## config.mk

```make
export PLATFORM = sky130hd
export DESIGN_NAME = call_stack
export DESIGN_NICKNAME = d
export VERILOG_FILES = /design/src/rtl/call_stack.sv
export SDC_FILE = /design/constraint.sdc
export NUM_CORES = 1
export LEC_CHECK = 0
export ABC_CLOCK_PERIOD_IN_PS = 5100
export CORE_MARGIN = 2
export CORE_UTILIZATION = 40
export CTS_CLUSTER_SIZE = 24
export DETAILED_ROUTE_END_ITERATION = 8
export MAX_ROUTING_LAYER = met4
export PLACE_DENSITY = 0.61
export SLEW_MARGIN = 10
export SYNTH_ARGS = -nofsm -noshare
export SYNTH_HDL_FRONTEND = slang
export SYNTH_SLANG_ARGS = --single-unit
```

## constraint.sdc

```tcl
create_clock -name clk -period 5.1 [get_ports clk]
set_input_delay 0.51 -clock clk [delete_from_list [all_inputs] [get_ports clk]]
set_output_delay 0.51 -clock clk [all_outputs]
set_load 0.02 [all_outputs]
```

## src/rtl/call_stack.sv

```systemverilog
// Hardware return-address stack for call/ret with same-cycle push+pop swap.
// Optional sticky overflow/underflow flags are enabled by defining CALL_STACK_ERR_EN.
module call_stack #(
  parameter int ADDR_W = 19,
  parameter int DEPTH  = 8
) (
  input  logic                     clk,
  input  logic                     rst_n,
  input  logic                     hazard,
  input  logic                     push,
  input  logic                     pop,
  input  logic [ADDR_W-1:0]        ret_addr_in,
  input  logic                     err_clr,
  output logic [ADDR_W-1:0]        ret_pc,
  output logic                     ret_valid,
  output logic                     full,
  output logic                     empty,
  output logic [$clog2(DEPTH):0]   depth_cnt,
  output logic                     overflow,
  output logic                     underflow
);

  localparam int IDX_W = $clog2(DEPTH);
  localparam int CNT_W = IDX_W + 1;

  logic [ADDR_W-1:0] mem [DEPTH];
  logic [CNT_W-1:0]  depth_reg;
  logic [CNT_W-1:0]  depth_m1;
  logic [IDX_W-1:0]  top_idx;
  logic [IDX_W-1:0]  wr_idx;
  logic [ADDR_W-1:0] ret_pc_reg;
  logic              ret_valid_reg;
  logic              accept;
  logic              pop_ok;
  logic              push_ok;
  logic              swap;
  logic              wr_en;

  assign full    = (depth_reg == CNT_W'(DEPTH));
  assign empty   = (depth_reg == '0);
  assign depth_m1 = depth_reg - CNT_W'(1);
  assign top_idx  = depth_m1[IDX_W-1:0];

  // A pop with an empty stack swallows any simultaneous push.
  assign accept  = !hazard;
  assign pop_ok  = accept && pop && !empty;
  assign push_ok = accept && push && !pop && !full;
  assign swap    = pop_ok && push;
  assign wr_en   = push_ok || swap;
  assign wr_idx  = swap ? top_idx : depth_reg[IDX_W-1:0];

  // Storage carries no reset so it maps onto RAM.
  always_ff @(posedge clk) begin
    if (wr_en)
      mem[wr_idx] <= ret_addr_in;
  end

  always_ff @(posedge clk or negedge rst_n) begin
    if (!rst_n) begin
      depth_reg     <= '0;
      ret_pc_reg    <= '0;
      ret_valid_reg <= 1'b0;
    end else begin
      ret_valid_reg <= pop_ok;
      if (pop_ok)
        ret_pc_reg <= mem[top_idx];
      if (push_ok)
        depth_reg <= depth_reg + CNT_W'(1);
      else if (pop_ok && !push)
        depth_reg <= depth_m1;
    end
  end

  assign ret_pc    = ret_pc_reg;
  assign ret_valid = ret_valid_reg;
  assign depth_cnt = depth_reg;

`ifdef CALL_STACK_ERR_EN
  logic overflow_reg;
  logic underflow_reg;
  logic ovf_evt;
  logic unf_evt;

  assign ovf_evt = accept && push && !pop && full;
  assign unf_evt = accept && pop && empty;

  // Clear wins over an error raised in the same cycle.
  always_ff @(posedge clk or negedge rst_n) begin
    if (!rst_n) begin
      overflow_reg  <= 1'b0;
      underflow_reg <= 1'b0;
    end else if (err_clr) begin
      overflow_reg  <= 1'b0;
      underflow_reg <= 1'b0;
    end else begin
      if (ovf_evt)
        overflow_reg <= 1'b1;
      if (unf_evt)
        underflow_reg <= 1'b1;
    end
  end

  assign overflow  = overflow_reg;
  assign underflow = underflow_reg;
`else
  logic unused_err_clr;
  assign unused_err_clr = err_clr;
  assign overflow  = 1'b0;
  assign underflow = 1'b0;
`endif

endmodule

```

Word level (Yosys, flattened, before mapping) --
Memories as Yosys holds them, arrays and structs flattened. A register that Yosys moved wholly into a read port is not among the register bits. Cells that the tools add are included.
Word-level totals: register bits 5, RAM bits 152, input port bits 25, word-level logic and storage cells 27, memories 1
Memories:
- mem | words 8, bits a word 19, rd ports 1, clocked after memory_dff 1, wr ports 1, line 26 | logic [ADDR_W-1:0] mem [DEPTH];
Cells by class: add/sub/neg operators 2, equality and inequality tests 1, mux-type cells 5, reductions and logical operators 16
Operators with widths (number):
- 4-bit 2-to-1 mux | 2
- 1-bit logical AND | 7
- 1-bit zero test | 6
- 4-bit by 1-bit adder with 4-bit output (second input constant) | 1
- 4-bit equality test (second input constant) | 1
- 4-bit zero test | 1
- 4-bit by 1-bit subtractor with 4-bit output (second input constant) | 1
- 3-bit 2-to-1 mux | 1
- 1-bit 2-to-1 mux | 2
- 2-bit nonzero test | 1
- 1-bit logical OR | 1

Depth between registers and ports, before layout --
Gate-level depths: netlist (run 1).
word-level depth 7, mapped depth 10, depth with buffers taken out 7

Worst setup path after synthesis (run 1) --
Ideal clock, no wire load.
path type reg2reg, start register depth_reg[0], in the netlist depth_cnt[0], end memory mem[2][0], enable pin, arrival 3.120 ns, data required time 4.705 ns, setup slack 1.585 ns, stages on the path, launching flop included 10, path buffers 3, period minus slack after synthesis 3.515 ns, cell sequence dfrtp_1 > buf_2 > buf_2 > inv_1 > ha_1 > clkbuf_2 > nand2b_1 > or4b_4 > mux2_4 > nor2_1
Between the ends: longest elaborated chain between the ends 7
RTL lines:
- start, declared | line 27 | logic [CNT_W-1:0] depth_reg;
- start signal, assigned | line 68 | depth_reg <= depth_reg + CNT_W'(1);
- start signal, assigned | line 70 | depth_reg <= depth_m1;
- 4-bit zero test | line 40 | assign empty = (depth_reg == '0);
- 1-bit zero test | line 46 | assign pop_ok = accept && pop && !empty;
- 1-bit logical AND | line 46
- 1-bit logical AND | line 48 | assign swap = pop_ok && push;
- 1-bit logical OR | line 49 | assign wr_en = push_ok || swap;
- 1-bit 2-to-1 mux | line 54 | if (wr_en)
- 1-bit 2-to-1 mux (implied by the code) | line 55 | mem[wr_idx] <= ret_addr_in;
- end, declared | line 26
Several ways; a longest one is shown, not always the timed one.

Final worst setup path (run 1) --
start register depth_reg[0], in the netlist depth_cnt[0], end output depth_cnt[0]
RTL lines:
- end, declared | line 18 | output logic [$clog2(DEPTH):0] depth_cnt,
No word-level cell between the ends.

==> results of run 1 <==
## cell families (layout without fill, tap and decap cells)
family | count (synthesis) | in the layout | synth area share [%]
DFF | 176 | 176 | 73.8
muxes | 82 | 82 | 13.3
AOI/OAI and AO/OA | 61 | 61 | 5.87
and+or+nand+nor | 50 | 50 | 3.92
buffers and inverters | 28 | 97 | 2.11
xor gates and xnor gates | 5 | 5 | 0.626
adders and majority gates | 2 | 2 | 0.358
other | 1 | 2 | 0.0536
## through the flow
| step | cells | worst slack, ps | power (W) |
|---|---|---|---|
| after CTS | 700 | 2150 | 0.00481 |
| after floorplan | 406 | 1590 | 0.00301 |
| after detailed placement | 668 | 1930 | 0.00357 |
| after global routing | 700 | 1920 | 0.00499 |
| after global placement | 668 | 1940 | 0.00353 |
| final | 700 | 2190 | 0.00475 |
## layout make-up
type | count | area, um2
multi-input combinational | 202 | 1710
sequential | 176 | 5170
clock buffer | 22 | 464
timing repair buffer | 60 | 573
tap | 225 | 282
inverter | 5 | 18.8
clock inverter | 10 | 111
fill | 1448 | 8850
## power by group
group          internal (W)  total [W]  switching [W]  leakage (nW)
clock network      0.000743    0.00124       0.000496         0.278
logic              0.000695    0.00165       0.000959         0.876
registers           0.00177    0.00186      0.0000951          1.67
## placed cells by master (no fill, tap or decap), types with 5 or more instances in the layout
master / count
edfxtp_1: 152
clkdlybuf4s50_1: 49
o22ai_1: 38
clkbuf_16: 17
nor2_2: 8
dfrtp_1: 23
nand2_1: 21
o31ai_1: 20
buf_4: 11
inv_1: 5
mux2_2: 77
## worst min-delay path by stage
stage | start | end | depth (start not counted) | slack, ps
after floorplan | rst_n | depth_cnt[0] | 0 | 210
after global placement | ret_pc[5] | ret_pc[5] | 2 | 470
after detailed placement | ret_pc[12] | ret_pc[12] | 2 | 470
after CTS | ret_pc[17] | ret_pc[17] | 2 | 490
after global routing | ret_pc[3] | ret_pc[3] | 2 | 500
final | ret_pc[17] | ret_pc[17] | 2 | 480
## worst min-delay path: cells and delay by family (launching register included)
kind               cells  cell delay [ps]
AOI/OAI and AO/OA      1               50
DFF                    1              340
and+or+nand+nor        1               50
## per-layer routing
| metal | up-vias | wire [um] |
|---|---|---|
| met5 | - | 0 |
| met4 | 0 | 275 |
| li1 | 1700 | - |
| met3 | 25 | 582 |
| met2 | 94 | 7050 |
| met1 | 1907 | 6040 |
==> results.py, run 1 <==
metrics = {
    "synth": {
        "synthDominantCellAreaShare_pct": 65.2,
        "synth_enable_flop_cells": 152,
        "synth-warning-count": 0,
        "synth_sequential_area_ratio_pct": 73.8,
        "postSynthRegisterBits": 176,
        "postSynthCellCount": 405,
        "post_synth.cell_area_avg_um2": 17.3,
        "synthDistinctLibCells": 35,
        "ys.flop_type": "edfxtp_1",
        "synth_top_cells_by_count": "152 x edfxtp_1, 77 x mux2_2, 38 x o22ai_1",
        "postSynth.asyncResetShare_pct": 13.6,
        "synth.area.top_cells": "edfxtp_1 65%, mux2_2 12%, dfrtp_1 8.6%",
        "yosysTopAreaCell": "edfxtp_1",
        "yosys.cell_count.top_type": "edfxtp_1",
        "syn-cell-area_um2": 7000,
    },
    "pwr": {
        "power-per-cell-area_nw_per_um2": 571,
        "leakagePower_nw": 2.82,
        "peakVddDrop_v": 0.000282,
    },
    "clock_network": {
        "count_of_cells_resized_by_post_cts_repair": 0,
        "clock_tree.buffer_depth": 2,
        "worst_setup_hold_path_clk_slew_ps": 60,
        "cts_max_level": 4,
        "cts_setup_buffers": 0,
        "cts-hold-fix-buffers": 0,
        "clock_insertion_delay_worst_skew_ps": 420,
        "cts_sinks": 176,
        "root_buffer": "clkbuf_16",
        "clock_tree_from_tritoncts": "built",
        "tritoncts_buffer_count": 17,
    },
    "critical_path": {
        "worst_r2r_path_depth": 7,
        "path_class": "reg2out",
        "cpPeakStageDelay_ps": 790,
        "critPathTopFamily": "buffers and inverters",
        "cp_slowest_cell": "buf_4",
        "crit_arrival_ps": 2400,
        "cp-end-kind": "output port",
        "startpoint": "depth_cnt[0]",
        "reg2reg_from": "depth_cnt[1]",
        "rr_endpoint": "mem[4][6]",
        "worst-path-max-fanout": 81,
        "required_ps": 4590,
        "critical_path.n_buffers_inverters": 2,
        "worst_setup_path_start_kind": "register",
        "critical_path.endpoint": "depth_cnt[0]",
        "critical_path_depth": 2,
        "rrSetupSlack_ps": 2190,
        "critical_path.cell_chain": "buf_4 > clkdlybuf4s50_1",
    },
    "die": {
        "floorplan.initialDensity_pct": 40.7,
        "core_area_um2": 17200,
        "floorplan.rows": 48,
        "die_w_um": 136,
        "pin_count": 53,
        "die_area_um2": 18600,
        "die_h_um": 136,
    },
    "grt": {
        "antenna_violations_before_repair": 0,
        "grt.met1_usage_pct": 20.0,
        "grt_use_met3_pct": 3.62,
        "maximum_number_of_pins_on_one_net_before_global_route_repair": 82,
        "vias_in_the_first_global_route": 3767,
        "track_usage_pct": 16.5,
        "globalRoute.busiestLayer": "met2",
        "globalRoute.totalOverflow": 0,
        "grt_pass1_wl_um": 21100,
        "gr_met2_demand_resource_pct": 27.1,
    },
    "timing": {
        "fin_crit_ps": 2910,
        "report.final.hold_viol_count": 0,
        "clock_skew_ps": 5.90,
        "slew-limit-headroom_pct": 20.5,
        "upper_clock_frequency_limit_ghz": 0.343,
        "tightest_slew_ps": 1190,
        "fin_hold_ws_ps": 479,
        "finalMaxSlewViolations": 0,
        "report.final.setup_viol": 0,
        "timing.final.crit_share_pct": 57.1,
        "totalNegativeSetupSlack_ps": 0,
        "grt_setup_unrepaired": "false",
    },
    "placement": {
        "post-dp-hpwl_um": 7560,
        "routabilityCongestion": 0.724,
        "dpl-instance-area_um2": 7750,
        "port_buffers": 49,
    },
    "min_path": {
        "hold_path_class": "reg2reg",
    },
    "detailed_routing": {
        "postRouteAntennaNets": 0,
        "remaining_drc_errors": 0,
        "vias_per_cell": 5.32,
        "total_wirelength_um": 13900,
        "first_iter_violations": 244,
        "drtPass1Iterations": 6,
        "wl_per_cell_um": 19.9,
        "num_vias": 3726,
    },
    "layout": {
        "drive_gt1_share_pct": 27.6,
        "area_delta_synth_final_pct": 19.0,
        "finish.instance_area_um2": 8320,
        "finalCoreUtilization_pct": 48.5,
        "antenna_diode_count": 0,
        "max_reg_flops": 152,
        "final_net_count": 489,
    },
    "run": {
        "count_of_maximum_capacitance_violations": 0,
    },
    "run_status": {
        "outcome": "completed",
    },
}
Note: power is estimated with default switching activity, not from simulation.
==> run 2, diff against run 1 <==
--- a/config.mk
+++ b/config.mk
@@ -5,7 +5,7 @@
 export SDC_FILE = /design/constraint.sdc
 export NUM_CORES = 1
 export LEC_CHECK = 0
-export ABC_CLOCK_PERIOD_IN_PS = 5100
+export ABC_CLOCK_PERIOD_IN_PS = 2800
 export CORE_MARGIN = 2
 export CORE_UTILIZATION = 40
 export CTS_CLUSTER_SIZE = 24
==> constraint.sdc (replaced) <==
create_clock -name clk -period 2.8 [get_ports clk]
set_input_delay 0.28 -clock clk [delete_from_list [all_inputs] [get_ports clk]]
set_output_delay 0.28 -clock clk [all_outputs]
set_load 0.02 [all_outputs]
==> run 2 against run 1 <==
  * Via count is 1.4% higher
  * Sequential power is 82% higher
  * Register-to-register slack got worse by 2000 ps
  * Clock skew rose by 2.1 ps
  * Flip-flop and latch count did not move
  * Largest power group unchanged
==> results.py, run 2 (synthesized netlist as in run 1, its figures left out) <==
metrics = {
    "run_status": {
        "outcome": "completed",
    },
    "critical_path": {
        "critical_path.cell_chain": "inv_1 > ha_1 > nor3b_4 > or4b_4 > mux2_4 > nor2_4 > buf_4",
        "worst_r2r_path_depth": 7,
        "cp-end-kind": "register",
        "worst-path-max-fanout": 13,
        "cpPeakStageDelay_ps": 540,
        "rrSetupSlack_ps": 230,
        "critPathTopFamily": "simple AND/OR/NAND/NOR gates",
        "path_class": "reg2reg",
        "reg2reg_from": "depth_cnt[1]",
        "required_ps": 2900,
        "critical_path.n_buffers_inverters": 2,
        "crit_arrival_ps": 2670,
        "worst_setup_path_start_kind": "register",
        "rr_endpoint": "mem[6][15]",
        "cp_slowest_cell": "or4b_4",
        "critical_path_depth": 7,
    },
    "clock_network": {
        "tritoncts_buffer_count": 17,
        "cts_sinks": 176,
        "clock_tree.buffer_depth": 2,
        "cts_max_level": 4,
        "cts_setup_buffers": 0,
        "clock_tree_from_tritoncts": "built",
        "clock_insertion_delay_worst_skew_ps": 420,
        "worst_setup_hold_path_clk_slew_ps": 60,
        "root_buffer": "clkbuf_16",
    },
    "grt": {
        "maximum_number_of_pins_on_one_net_before_global_route_repair": 82,
        "track_usage_pct": 17.2,
        "antenna_violations_before_repair": 0,
        "globalRoute.totalOverflow": 0,
        "vias_in_the_first_global_route": 3871,
        "grt_pass1_wl_um": 22300,
    },
    "timing": {
        "finalMaxSlewViolations": 0,
        "fin_crit_ps": 2570,
        "report.final.hold_viol_count": 0,
        "timing.final.crit_share_pct": 91.8,
        "upper_clock_frequency_limit_ghz": 0.389,
        "slew-limit-headroom_pct": 44.0,
        "tightest_slew_ps": 840,
        "totalNegativeSetupSlack_ps": 0,
        "clock_skew_ps": 7.97,
        "grt_setup_unrepaired": "false",
        "report.final.setup_viol": 0,
    },
    "min_path": {
        "hold_path_class": "in2async",
    },
    "detailed_routing": {
        "remaining_drc_errors": 0,
        "first_iter_violations": 327,
        "drtPass1Iterations": 6,
        "vias_per_cell": 5.32,
        "wl_per_cell_um": 20.2,
        "num_vias": 3780,
        "total_wirelength_um": 14400,
        "postRouteAntennaNets": 0,
    },
    "pwr": {
        "p_int_w": 0.00610,
        "clockPowerShare_pct": 27.4,
        "power.share.sequential_pct": 37.6,
        "combinational_cell_fraction_of_total_power_pct": 35.0,
        "leakagePower_nw": 2.90,
        "power-per-cell-area_nw_per_um2": 1060,
        "swShare_pct": 32.4,
        "peakVddDrop_v": 0.000592,
        "total_switching_power_w": 0.00292,
    },
    "placement": {
        "dpl-instance-area_um2": 7870,
        "post-dp-hpwl_um": 8130,
        "routabilityCongestion": 0.772,
        "port_buffers": 49,
    },
    "layout": {
        "max_reg_flops": 152,
        "area_delta_synth_final_pct": 21.4,
        "final_net_count": 499,
        "layout.cells.most_common": "edfxtp_1",
        "drive_gt1_share_pct": 29.3,
        "antenna_diode_count": 0,
        "layout_common_cells": "152 x edfxtp_1, 77 x mux2_2, 49 x clkdlybuf4s50_1",
        "finish.instance_area_um2": 8500,
        "finalCoreUtilization_pct": 49.5,
    },
    "die": {
        "die_area_um2": 18600,
        "die_w_um": 136,
        "pin_count": 53,
        "floorplan.rows": 48,
        "floorplan.initialDensity_pct": 40.7,
        "core_area_um2": 17200,
        "die_h_um": 136,
    },
    "run": {
        "count_of_maximum_capacitance_violations": 0,
    },
}
==> run 2: cell types whose count changed in the layout (fill, tap and decap cells not counted), sizes merged <==
cell,before,now
buf,11,21
clkinv,6,4
bufinv,2,4
clkinvlp,2,1
inv,5,6
==> run 2: routing by layer <==
| metal | share of wire (%) | GRT usage (%) | vias up |
|---|---|---|---|
| li1 | - | - | 1723 |
| met1 | 45 | 22.7 | 1955 |
| met2 | 49 | 26.5 | 87 |
| met3 | 4.2 | 3.69 | 15 |
| met4 | 1.6 | 5.61 | 0 |
| met5 | 0 | - | - |
==> run 2: worst max-delay path by stage <==
stage               slack (ps)           end          from
CTS                         20  depth_cnt[0]  depth_cnt[0]
detailed placement         240     mem[6][4]  depth_cnt[1]
finish                     230    mem[6][15]  depth_cnt[1]
global route               120     mem[7][3]  depth_cnt[1]
floorplan                   20     mem[2][0]  depth_cnt[0]
global placement           270     mem[6][3]  depth_cnt[1]
==> run 2: power by group through the flow <==
stage	sequential, W	clock [W]	combinational, W
after floorplan	0.00359	0	0.00195
after global placement	0.00344	0	0.00313
after detailed placement	0.00345	0	0.00319
after CTS	0.00339	0.00253	0.00321
after global routing	0.00343	0.00264	0.00342
final	0.00339	0.00248	0.00316
==> run 2: layout make-up <==
cell class | count | area, um2
Clock inverter | 10 | 159
Multi-Input combinational cell | 202 | 1730
Tap cell | 225 | 282
Timing Repair Buffer | 70 | 677
Inverter | 5 | 21.3
Clock buffer | 22 | 464
Fill cell | 1472 | 8680
Sequential cell | 176 | 5170
==> run 2: stage by stage <==
| stage | total power, W | cells | worst slack, ps | hold WS (ps) |
|---|---|---|---|---|
| after detailed placement | 0.00664 | 678 | 244 | 474 |
| final | 0.00903 | 710 | 229 | 239 |
| after global routing | 0.00948 | 710 | 115 | 271 |
| after CTS | 0.00913 | 710 | 23.9 | 256 |
| after global placement | 0.00657 | 678 | 265 | 470 |
| after floorplan | 0.00555 | 406 | 23.8 | -15.6 |
==> run 2: worst reg2reg max path: cells and delay by family, from the launching register on <==
family | cells | cell delay [ps]
muxes | 1 | 310
adders and majority gates | 1 | 270
buffers and inverters | 2 | 370
and+or+nand+nor | 3 | 830
DFF | 1 | 450
==> run 2: what timing repair did <==
| item | 4_1_cts | 5_1_grt |
|---|---|---|
| setup endpoints to repair | 0 | 1 |
| hold endpoints to repair | 0 | 0 |
| gates resized for setup | 0 | 1 |
| hold buffers | 0 | 0 |
